File: src/rtl/if_fetch_stage.sv
// Instruction-fetch stage with IF/ID pipeline register, stall/redirect handling.
// Optional stall counter enabled by defining FETCH_STALL_CNT_EN.
module if_fetch_stage #(
  parameter logic [31:0] RESET_PC = 32'h0000_0000
) (
  input  logic        clk,
  input  logic        rst_n,
  input  logic        PCWrite,
  input  logic        If_Id_Write,
  input  logic        BranchTaken,
  input  logic [31:0] BranchTarget,
  input  logic        Jump,
  input  logic [31:0] JumpTarget,
  input  logic [31:0] Instr_in,
  output logic [31:0] PC,
  output logic [31:0] If_Id_PC4,
  output logic [31:0] If_Id_Instr,
  output logic [4:0]  If_Id_rs,
  output logic [4:0]  If_Id_rt,
  output logic        If_Id_Valid
`ifdef FETCH_STALL_CNT_EN
  ,
  output logic [15:0] Stall_Count
`endif
);

  localparam int unsigned XLEN  = 32;
  localparam int unsigned CNT_W = 16;

  logic [XLEN-1:0] pc_q, pc_d;
  logic [XLEN-1:0] pc4_q, pc4_d;
  logic [XLEN-1:0] instr_q, instr_d;
  logic            valid_q, valid_d;
  logic [XLEN-1:0] pc_plus4;
  logic            redirect;

  // Word-aligned targets drop the low address bits.
  logic unused_target_lsbs;
  assign unused_target_lsbs = ^{BranchTarget[1:0], JumpTarget[1:0]};

  assign redirect = BranchTaken | Jump;
  assign pc_plus4 = pc_q + XLEN'(4);

  // Next-PC selection: redirect beats stall.
  always_comb begin
    pc_d = pc_plus4;
    if (BranchTaken) begin
      pc_d = {BranchTarget[31:2], 2'b00};
    end else if (Jump) begin
      pc_d = {JumpTarget[31:2], 2'b00};
    end else if (!PCWrite) begin
      pc_d = pc_q;
    end
  end

  // IF/ID next state: flush on redirect, else hold or load.
  always_comb begin
    pc4_d   = pc4_q;
    instr_d = instr_q;
    valid_d = valid_q;
    if (redirect) begin
      pc4_d   = '0;
      instr_d = '0;
      valid_d = 1'b0;
    end else if (If_Id_Write) begin
      pc4_d   = pc_plus4;
      instr_d = Instr_in;
      valid_d = 1'b1;
    end
  end

  always_ff @(posedge clk or negedge rst_n) begin
    if (!rst_n) begin
      pc_q    <= RESET_PC;
      pc4_q   <= '0;
      instr_q <= '0;
      valid_q <= 1'b0;
    end else begin
      pc_q    <= pc_d;
      pc4_q   <= pc4_d;
      instr_q <= instr_d;
      valid_q <= valid_d;
    end
  end

  assign PC          = pc_q;
  assign If_Id_PC4   = pc4_q;
  assign If_Id_Instr = instr_q;
  assign If_Id_Valid = valid_q;
  assign If_Id_rs    = instr_q[25:21];
  assign If_Id_rt    = instr_q[20:16];

`ifdef FETCH_STALL_CNT_EN
  logic [CNT_W-1:0] cnt_q, cnt_d;

  // Saturating count of stalled, non-redirected edges.
  always_comb begin
    cnt_d = cnt_q;
    if (!PCWrite && !redirect && (cnt_q != {CNT_W{1'b1}})) begin
      cnt_d = cnt_q + CNT_W'(1);
    end
  end

  always_ff @(posedge clk or negedge rst_n) begin
    if (!rst_n) begin
      cnt_q <= '0;
    end else begin
      cnt_q <= cnt_d;
    end
  end

  assign Stall_Count = cnt_q;
`else
  localparam int unsigned UNUSED_CNT_W = CNT_W;
`endif

endmodule

File: config.mk
export PLATFORM = sky130hd
export DESIGN_NAME = if_fetch_stage
export DESIGN_NICKNAME = d
export VERILOG_FILES = /design/src/rtl/if_fetch_stage.sv
export SDC_FILE = /design/constraint.sdc
export NUM_CORES = 1
export LEC_CHECK = 0
export ABC_AREA = 1
export CELL_PAD_IN_SITES_DETAIL_PLACEMENT = 1
export CELL_PAD_IN_SITES_GLOBAL_PLACEMENT = 1
export CORE_MARGIN = 2
export CORE_UTILIZATION = 41
export CTS_BUF_LIST = sky130_fd_sc_hd__clkbuf_16
export DETAILED_ROUTE_END_ITERATION = 10
export DONT_BUFFER_PORTS = 1
export GPL_ROUTABILITY_DRIVEN = 0
export PLACE_DENSITY_LB_ADDON = 0.1
export SKIP_CTS_REPAIR_TIMING = 1
export SYNTH_ARGS = -nofsm -noshare
export SYNTH_HDL_FRONTEND = slang
export SYNTH_SLANG_ARGS = --single-unit
File: constraint.sdc
create_clock -name clk -period 1.3 [get_ports clk]
set_input_delay 0.26 -clock clk [delete_from_list [all_inputs] [get_ports clk]]
set_output_delay 0.26 -clock clk [all_outputs]
set_load 0.05 [all_outputs]
==> impl_metrics.yaml <==
run_status:
  status: "complete, but fails checks"
  violations: "negative hold slack, negative setup slack"
sta:
  setup_ws_ns: -0.249
  setup_violations: 57
  tightest_slew_ns: 0.525
  slew_viol_final: 0
  period_share: 1.19
  finalHoldWorstSlack_ns: -0.398
  fin_skew_ns: 0.00626
  slew_headroom: 0.649
  period_minus_slack_ns: 1.55
  fmax_ghz: 0.645
  rsz0062_at_grt: "yes"
  hold_viol_final: 93
  totalNegativeSetupSlack_ns: -7.99
placement:
  place_inst: 736
  port_buffers: 0
  postPlaceCellArea_um2: 5580
  hpwl_um: 11300
clock_network:
  clk_path_buf_depth: 2
  clock-root-buffer: "clkbuf_16"
  path_clk_slew_ns: 0.06
  clkLatencyLatePin_ns: 0.35
  cts_buffers: 9
  htree_levels: 3
  cts.sinks: 93
  cts_tree: "built"
global_routing:
  grt_pass1_wl_um: 24000
  antenna_found_initial: 0
  grt_max_degree: 94
  grt_pass1_vias: 4462
  overflow: 0
  grt_use_total: 0.247
cells_and_area:
  final_area_um2: 6290
  final_cells: 757
  drive_gt1_frac: 0.360
  diodes: 0
  synthToLayoutAreaGrowth_pct: 35.4
  fin_nets: 715
floorplanning:
  dieArea_um2: 12200
  start_util: 0.425
  die_h_um: 110
  core_area_um2: 10900
  die_w_um: 110
  pin_count: 209
  rows: 38
critical_path:
  path_max_fanout: 4
  slowest_stage: "dfrtp_2"
  crit_path_max_incr_delay_ns: 0.41
  cp_top_family: "simple AND/OR/NAND/NOR gates"
  path_buf_inv: 1
  cp_cell_sequence: "nand2_2 -> nor2_4 -> nand2_4 -> nor2_4 -> buf_4 -> xor2_1 -> nand2_1 -> o21ai_1"
  endpoint_kind: "flip-flop"
  path_class: "flip-flop to flip-flop"
  required_ns: 1.57
  cp-start-kind: "flip-flop"
  critPathArrivalTime_ns: 1.82
  cpMostUsedCell: "nor2_4"
routing:
  via_per_inst: 5.70
  dr.pass1.iters: 4
  route.vias.total: 4316
  drtIter0Drc: 203
  wl_per_cell_um: 21.7
  wirelength_um: 16500
  drc_errors: 0
  postRouteAntennaNets: 0
power:
  combPwrFrac: 0.248
  power_frac_seq: 0.451
  peakVddDrop_v: 0.000907
  intPower_mw: 5.10
  powerDensity_nw_per_um2: 1260
  p_clk_frac: 0.301
  power.leakage_nw: 2.77
  p_sw_frac: 0.359
  switching_power_mw: 2.85
yosys:
  yosys_most_used_dff: "dfrtp_1"
  async_reset_ff_frac: 1.00
  syn_avg_cell_area_um2: 8.57
  synth.most_common_cell: "nand2_1"
  yosysSeqAreaShare: 0.501
  synth-edff-count: 0
  syn-cell-area_um2: 4640
  synth_commonest_cells: "138 x nand2_1, 93 x dfrtp_1, 63 x nor2_1"
  synth_top_area_cell: "dfrtp_1"
  synth_cell_types: 31
  yosysWarnings: 0
  synth_area_leaders: "dfrtp_1 50%, nand2_1 11%, a22o_1 6.0%"
  synth_seq_cells: 93
  synthCells: 542
  yosysTopAreaCellShare: 0.501
run:
  maxCapViolations: 0
hold_path:
  holdCritPathClass: "primary input to asynchronous set/reset pin"
area by class of cell:
type                    instances  area, um2
clock buffers                   9        225
clock inverters                 7       38.8
fillers                      1259       4650
inverters                      29        111
multi-input cells             384       2380
flip-flops and latches         93       2360
well taps                     140        175
repair buffers                 95        988
through the flow:
stage                     hold slack, ns  power (mW)  setup slack, ns  utilization
after floorplan                  -0.0356        4.70           -0.255            -
after global placement           -0.0335        5.29           -0.149        0.510
after detailed placement         -0.0331        5.34           -0.255        0.510
after CTS                         -0.415        7.75           -0.254        0.534
after global routing              -0.418        8.27           -0.336        0.575
final                             -0.398        7.95           -0.249        0.575
worst reg2reg max path: cells and delay by family, from the launching register on:
family / cells / cell delay, ns
simple gates: 5 / 0.63
compound gates: 1 / 0.14
buf+inv: 1 / 0.14
xor+xnor: 1 / 0.16
flops: 1 / 0.41
routing by layer:
layer / GRT usage / part of all wire
met2: 0.425 / 0.50
met1: 0.295 / 0.40
met3: 0.0675 / 0.064
met4: 0.0908 / 0.035
met5: 0 / 0
kinds of logic (layout without fill, tap and decap cells):
logic type | count (synthesis) | after routing | synth area share
adders and majority gates | 1 | 1 | 0.00269
AOI/OAI and AO/OA | 126 | 126 | 0.185
xor gates and xnor gates | 11 | 11 | 0.0207
DFF | 93 | 93 | 0.501
and+or+nand+nor | 242 | 242 | 0.219
other | 1 | 4 | 0.000808
buffers and inverters | 68 | 140 | 0.0701
sequential cells by signal (all words and copies together), names as in the netlist:
| register | cells |
|---|---|
| If_Id_Instr | 32 |
| If_Id_PC4 | 30 |
| PC | 30 |
| If_Id_Valid | 1 |
power by group through the flow:
stage	logic, mW	clock network, mW	registers, mW
after floorplan	0.620	0	4.08
after global placement	1.68	0	3.62
after detailed placement	1.72	0	3.63
after CTS	1.72	2.45	3.58
after global routing	2.09	2.57	3.61
final	1.97	2.39	3.59
path summary, 6_finish.rpt:
kind | slack (ns) | startpoint | endpoint | cells after the start
hold / removal | -0.40 | rst_n | If_Id_Instr[6] | 0
max in group asynchronous | 1.55 | rst_n | PC[19] | 0
hold reg to reg | 0.50 | If_Id_PC4[16] | If_Id_PC4[16] | 2
min in group clk | 0.03 | Instr_in[8] | If_Id_Instr[8] | 1
setup reg to reg | -0.25 | PC[3] | If_Id_PC4[17] | 8
setup / recovery | -0.25 | PC[3] | If_Id_PC4[17] | 8
cells in the final DEF, fill, tap and decap left out, drive strengths merged, types with 3 or more instances in the layout:
master	Yosys	routed
a21oi	28	28
clkinv	1	3
conb	1	4
clkbuf	11	9
dfrtp	93	93
nand2	142	142
nor2	74	74
buf	28	95
a31oi	5	5
a22o	32	32
inv	28	31
a221oi	24	24
o21ai	32	32
nand3	21	21
xnor2	4	4
xor2	7	7
No activity file was read; power rests on OpenSTA's default activity.
